`config.mk`:
```
export PLATFORM = sky130hd
export DESIGN_NAME = vga_pixel_scanner
export DESIGN_NICKNAME = d
export VERILOG_FILES = /design/src/rtl/vga_timing_pkg.sv /design/src/rtl/vga_axis_counter.sv /design/src/rtl/vga_pixel_scanner.sv
export SDC_FILE = /design/constraint.sdc
export NUM_CORES = 1
export LEC_CHECK = 0
export BUFFER_PORTS_ARGS = -buffer_cell sky130_fd_sc_hd__buf_2
export CAP_MARGIN = 10
export CORE_MARGIN = 8
export CORE_UTILIZATION = 40
export DETAILED_ROUTE_END_ITERATION = 16
export PLACE_DENSITY = 0.64
export SLEW_MARGIN = 20
export SYNTH_ARGS = -nofsm -noshare
export SYNTH_HDL_FRONTEND = slang
export SYNTH_SLANG_ARGS = --single-unit
```
`constraint.sdc`:
```
create_clock -name clk -period 3 [get_ports clk]
set_input_delay 0.15 -clock clk [delete_from_list [all_inputs] [get_ports clk]]
set_output_delay 0.15 -clock clk [all_outputs]
set_load 0.02 [all_outputs]
```
`src/rtl/vga_timing_pkg.sv`:
```
// rtl/vga_timing_pkg.sv - shared VGA coordinate type and default 640x480 timing
// Screen-bound constants shared by the scanner and the object blocks that consume its coordinates.
package vga_timing_pkg;

  typedef logic signed [10:0] coord_t;

  localparam int H_ACTIVE_DEF = 640;
  localparam int H_FP_DEF     = 16;
  localparam int H_SYNC_DEF   = 96;
  localparam int H_BP_DEF     = 48;
  localparam int V_ACTIVE_DEF = 480;
  localparam int V_FP_DEF     = 10;
  localparam int V_SYNC_DEF   = 2;
  localparam int V_BP_DEF     = 33;
  localparam int CLK_DIV_DEF  = 2;

  function automatic int axis_total(input int active, input int fp, input int sync, input int bp);
    return active + fp + sync + bp;
  endfunction

  function automatic int h_total(input int active, input int fp, input int sync, input int bp);
    return axis_total(active, fp, sync, bp);
  endfunction

  function automatic int v_total(input int active, input int fp, input int sync, input int bp);
    return axis_total(active, fp, sync, bp);
  endfunction

  localparam int H_TOTAL_DEF = h_total(H_ACTIVE_DEF, H_FP_DEF, H_SYNC_DEF, H_BP_DEF);
  localparam int V_TOTAL_DEF = v_total(V_ACTIVE_DEF, V_FP_DEF, V_SYNC_DEF, V_BP_DEF);

endpackage

```
`src/rtl/vga_axis_counter.sv`:
```
// rtl/vga_axis_counter.sv - one raster axis: position counter with wrap and sync/active decode
// The active/sync flags describe the value the counter holds after this cycle.
module vga_axis_counter
  import vga_timing_pkg::*;
#(
  parameter int ACTIVE = H_ACTIVE_DEF,
  parameter int FP     = H_FP_DEF,
  parameter int SYNC   = H_SYNC_DEF,
  parameter int BP     = H_BP_DEF
) (
  input  logic   clk,
  input  logic   reset,
  input  logic   step_i,
  output coord_t cnt_o,
  output logic   active_d_o,
  output logic   sync_n_d_o
);

  localparam int TOTAL      = axis_total(ACTIVE, FP, SYNC, BP);
  localparam int SYNC_START = ACTIVE + FP;
  localparam int SYNC_END   = ACTIVE + FP + SYNC;

  coord_t cnt_q, cnt_d;

  always_comb begin
    cnt_d = cnt_q;
    if (step_i) begin
      if (cnt_q == coord_t'(TOTAL - 1)) cnt_d = '0;
      else                              cnt_d = cnt_q + coord_t'(1);
    end
  end

  always_ff @(posedge clk) begin
    if (reset) cnt_q <= '0;
    else       cnt_q <= cnt_d;
  end

  assign cnt_o      = cnt_q;
  assign active_d_o = (cnt_d < coord_t'(ACTIVE));
  assign sync_n_d_o = !((cnt_d >= coord_t'(SYNC_START)) && (cnt_d < coord_t'(SYNC_END)));

endmodule

```
`src/rtl/vga_pixel_scanner.sv`:
```
// rtl/vga_pixel_scanner.sv - raster timing source: coordinates, syncs, blanking, frame strobe
// Optional SOF_HALF_RATE_EN: startOfFrame only on frame events whose new frameCount is even.
module vga_pixel_scanner
  import vga_timing_pkg::*;
#(
  parameter int H_ACTIVE = H_ACTIVE_DEF,
  parameter int H_FP     = H_FP_DEF,
  parameter int H_SYNC   = H_SYNC_DEF,
  parameter int H_BP     = H_BP_DEF,
  parameter int V_ACTIVE = V_ACTIVE_DEF,
  parameter int V_FP     = V_FP_DEF,
  parameter int V_SYNC   = V_SYNC_DEF,
  parameter int V_BP     = V_BP_DEF,
  parameter int CLK_DIV  = CLK_DIV_DEF
) (
  input  logic       clk,
  input  logic       reset,
  output coord_t     pixelX,
  output coord_t     pixelY,
  output logic       pixelEn,
  output logic       blankN,
  output logic       hSync,
  output logic       vSync,
  output logic       startOfFrame,
  output logic [7:0] frameCount
);

  localparam int H_TOTAL = h_total(H_ACTIVE, H_FP, H_SYNC, H_BP);
  localparam int DIV_W   = (CLK_DIV > 1) ? $clog2(CLK_DIV) : 1;

  logic [DIV_W-1:0] div_q, div_d;
  logic             tick, v_step, frame_evt, sof_d;
  logic             h_active_d, v_active_d, h_sync_n_d, v_sync_n_d;
  logic [7:0]       frame_q, frame_d;
  logic             pix_en_q, blank_n_q, hsync_q, vsync_q, sof_q;

  assign tick  = (div_q == DIV_W'(CLK_DIV - 1));
  assign div_d = tick ? '0 : div_q + 1'b1;

  vga_axis_counter #(.ACTIVE(H_ACTIVE), .FP(H_FP), .SYNC(H_SYNC), .BP(H_BP)) u_h (
    .clk(clk), .reset(reset), .step_i(tick),
    .cnt_o(pixelX), .active_d_o(h_active_d), .sync_n_d_o(h_sync_n_d)
  );

  assign v_step = tick && (pixelX == coord_t'(H_TOTAL - 1));

  vga_axis_counter #(.ACTIVE(V_ACTIVE), .FP(V_FP), .SYNC(V_SYNC), .BP(V_BP)) u_v (
    .clk(clk), .reset(reset), .step_i(v_step),
    .cnt_o(pixelY), .active_d_o(v_active_d), .sync_n_d_o(v_sync_n_d)
  );

  // Frame event fires on the tick that enters vertical blanking at (0, V_ACTIVE).
  assign frame_evt = v_step && (pixelY == coord_t'(V_ACTIVE - 1));
  assign frame_d   = frame_q + {7'd0, frame_evt};

`ifdef SOF_HALF_RATE_EN
  assign sof_d = frame_evt && !frame_d[0];
`else
  assign sof_d = frame_evt;
`endif

  always_ff @(posedge clk) begin
    if (reset) begin
      div_q     <= '0;
      frame_q   <= '0;
      pix_en_q  <= 1'b0;
      blank_n_q <= 1'b0;
      hsync_q   <= 1'b1;
      vsync_q   <= 1'b1;
      sof_q     <= 1'b0;
    end else begin
      div_q    <= div_d;
      frame_q  <= frame_d;
      pix_en_q <= tick;
      sof_q    <= sof_d;
      if (tick) begin
        blank_n_q <= h_active_d && v_active_d;
        hsync_q   <= h_sync_n_d;
        vsync_q   <= v_sync_n_d;
      end
    end
  end

  assign pixelEn      = pix_en_q;
  assign blankN       = blank_n_q;
  assign hSync        = hsync_q;
  assign vSync        = vsync_q;
  assign startOfFrame = sof_q;
  assign frameCount   = frame_q;

endmodule

```
==> results by group <==
Outcome
  – Status: completed

Synthesis
  – Number of flops mapped to enable cells by yosys: 0
  – Syn avg cell area: 8.426 um2
  – Ys Warns: 0
  – Cells after Synth: 226
  – Mapped Nets: 233
  – #FFs+latches synth: 36
  – Primary FF master, synth: dfxtp_1
  – Netlist Area Pre-Place: 1904 um2
  – Async SR Flop Fraction: 0
  – Distinct cells, synth: 48
  – Sequential share of the synthesized area: 0.3784

Floorplanning
  – Initial core utilization: 0.4086
  – Core area: 4661 um2
  – Die height: 85 um
  – Boundary pin count: 37
  – DIE WIDTH: 85 um
  – Die ar.: 7225 um2
  – Rows: 25

Cells and area
  – Post-Route Utilization: 0.4703
  – Layout cells sized above 1: 0.1822
  – N_diodes: 0
  – Most frequent cells in the layout: dfxtp_1 (36), buf_2 (36), nor2_1 (31), nand2_1 (13), a21oi_1 (12)
  – Layout area overhead: 15.11%
  – Fill cells: 497
  – Final net count: 264

Worst hold path
  – Worst hold path class: in -> reg
  – Hold path depth: 2
  – Min-delay src: reset
  – Hold Path End: frameCount[5]

Placement
  – DPL Wire Length: 3304 um
  – Input/output buffers: 36
  – Dpl ws: 0.7742 ns
  – Global placement routability congestion: 0.8055

Clocking
  – Clk slew on worst S/H paths: 0.07 ns
  – Clock buffer depth: 2
  – Hold-fix buffers, CTS: 0
  – Root buf cell: clkbuf_8
  – Num CTS Buffers: 5
  – Clock latency on the worst-skew pair: 0.29 ns
  – H-tree levels: 2
  – Clock sink total: 36
  – CTS tree: yes
  – Post-CTS setup buffers: 0
  – Resized Gates After CTS: 0

Pwr
  – Power Density: 403.1 nW/um2
  – Peak supply drop: 0.2556 mV
  – Internal power: 680.3 uW
  – Combinational share of power: 0.036
  – Sequential fraction of design power: 0.556
  – Sw power: 203.4 uW
  – P_leak: 0.0008872 uW
  – Switching Share: 0.2302
  – Clk pwr share: 0.408

Worst setup path
  – Crit Path Class: reg -> reg
  – FF-to-FF setup slack: 0.74 ns
  – Crit Path Max Fanout: 8
  – Crit start category: flop
  – FF-to-FF End: blankN
  – Reg2reg start: u_v.cnt_o[1]
  – Critical Path Max Stage Delay: 0.46 ns
  – R2r worst-path depth: 7
  – Worst path required time: 3.22 ns
  – CP Capture Type: flop
  – Crit-path cells: ha_1 > nand4_1 > or3_1 > or3_1 > mux2_2 > a21boi_1 > o21ai_1
  – Critical path data arrival time: 2.48 ns
  – CP most frequent cell: or3_1
  – Slowest CP cell: dfxtp_1

STA
  – Layout Skew: 0.003511 ns
  – Slew Limit Fails: 0
  – Setup Viol. Count Final: 0
  – RSZ-0062 raised after global routing: no
  – Max Clk Rate: 442.5 MHz
  – Min cycle time layout: 2.260 ns
  – Final period utilization: 0.7532
  – Final Hold Vio Count: 0
  – Rel. slew slack: 0.6721
  – Worst setup margin: 0.7404 ns
  – TNS Setup: 0 ns
  – Worst slew pin tran: 0.4919 ns

Global routing
  – GR Overflow Total: 0
  – Initial antenna violation count: 0
  – Vias in the first global route: 1600
  – Total track usage: 0.1281
  – Global-route wire length before repair: 7631 um
  – Largest net degree at the start of global routing: 28

Routing
  – DRC viols: 0
  – Drt first pass iters: 4
  – Routed wire length per instance: 14.18 um
  – Final Routed Wirelength: 4424 um
  – Vias/cell: 5.558
  – Final ANT Viol Nets: 0
  – Via count: 1734
  – Initial DRC count: 96

Job
  – Total of max-cap violations: 0
[state kept, by name, summed over array words and instances (netlist names)]
name	cells
startOfFrame	1
div_q	1
frameCount	8
pixelEn	1
hSync	1
vSync	1
u_v.cnt_o	11
u_h.cnt_o	11
blankN	1
[worst max-delay path, delay by kind of cell (launching register included)]
| family | cells | cell delay [ns] |
|---|---|---|
| multiplexers | 1 | 0.28 |
| adder cells (fa/ha/maj) | 1 | 0.27 |
| flip-flops | 1 | 0.46 |
| AO/OA/AOI/OAI | 2 | 0.24 |
| AND/OR/NAND/NOR | 3 | 0.94 |
[per-stage QoR]
step                      instances  total power (uW)  cell area [um2]  hold slack [ns]
after floorplan                 226             523.9             1904           0.4456
after global placement          304             535.0             2098           0.4708
after detailed placement        304             534.7             2098           0.4567
after CTS                       312             893.4             2192           0.3022
after global routing            312             918.8             2192           0.3218
final                           312             883.7             2192           0.2999
[cell families after synthesis]
logic type               after synthesis  synth area share
buffers and inverters                 18           0.04205
flip-flops                            36            0.3784
XOR/XNOR                              21           0.09658
multiplexers                           1          0.005913
AO/OA/AOI/OAI                         39            0.1327
adder cells (fa/ha/maj)                5           0.03285
AND/OR/NAND/NOR                      106            0.3114
[layout make-up]
type                    instances  area (um2)  area share
clock inverters                 1       7.507    0.003425
repair buffers                 37       187.7     0.08562
well taps                      54       67.56     0.03082
multi-input cells             172        1104      0.5034
inverters                       5       18.77    0.008562
flip-flops and latches         36       720.7      0.3288
clock buffers                   7       86.33     0.03938
[power by group through the flow]
stage,Sequential (uW),Clock (uW),Combinational [uW]
after CTS,491,370,32.4
final,491,361,31.6
after detailed placement,502,0,32.4
after floorplan,505,0,18.7
after global placement,503,0,32.2
after global routing,493,390,35.7
[synth_stat cells (all sizes together), types with 3 or more instances]
| library cell | number | area share |
|---|---|---|
| a21oi | 12 | 0.032 |
| a31oi | 3 | 0.0099 |
| and2 | 5 | 0.016 |
| and3 | 7 | 0.023 |
| and4 | 6 | 0.028 |
| buf | 7 | 0.020 |
| clkbuf | 6 | 0.012 |
| dfxtp | 36 | 0.38 |
| ha | 5 | 0.033 |
| inv | 5 | 0.0099 |
| nand2 | 13 | 0.026 |
| nand3 | 10 | 0.026 |
| nand4 | 7 | 0.026 |
| nor2 | 31 | 0.061 |
| nor2b | 4 | 0.013 |
| nor3 | 6 | 0.016 |
| nor4b | 3 | 0.014 |
| o21ai | 9 | 0.024 |
| or3 | 4 | 0.013 |
| xnor2 | 11 | 0.051 |
| xor2 | 10 | 0.046 |
[worst max path at each step]
stage                       startpoint       endpoint  slack (ns)  cells after the start
after floorplan           u_h.cnt_o[5]  frameCount[5]        0.79                     11
after global placement    u_v.cnt_o[1]         blankN        0.87                      7
after detailed placement  u_v.cnt_o[1]         blankN        0.77                      7
after CTS                 u_v.cnt_o[1]         blankN        0.77                      7
after global routing      u_v.cnt_o[0]          vSync        0.59                      7
final                     u_v.cnt_o[1]         blankN        0.74                      7
[per-layer routing]
metal  vias up  global-route usage  wire length, um
met5         -                   0                0
met4         0             0.04854               42
met3         4             0.04730              331
met2        40              0.1889             1914
met1       819              0.1641             2136
li1        871                   -                -
(Power assumes the default switching activity.)
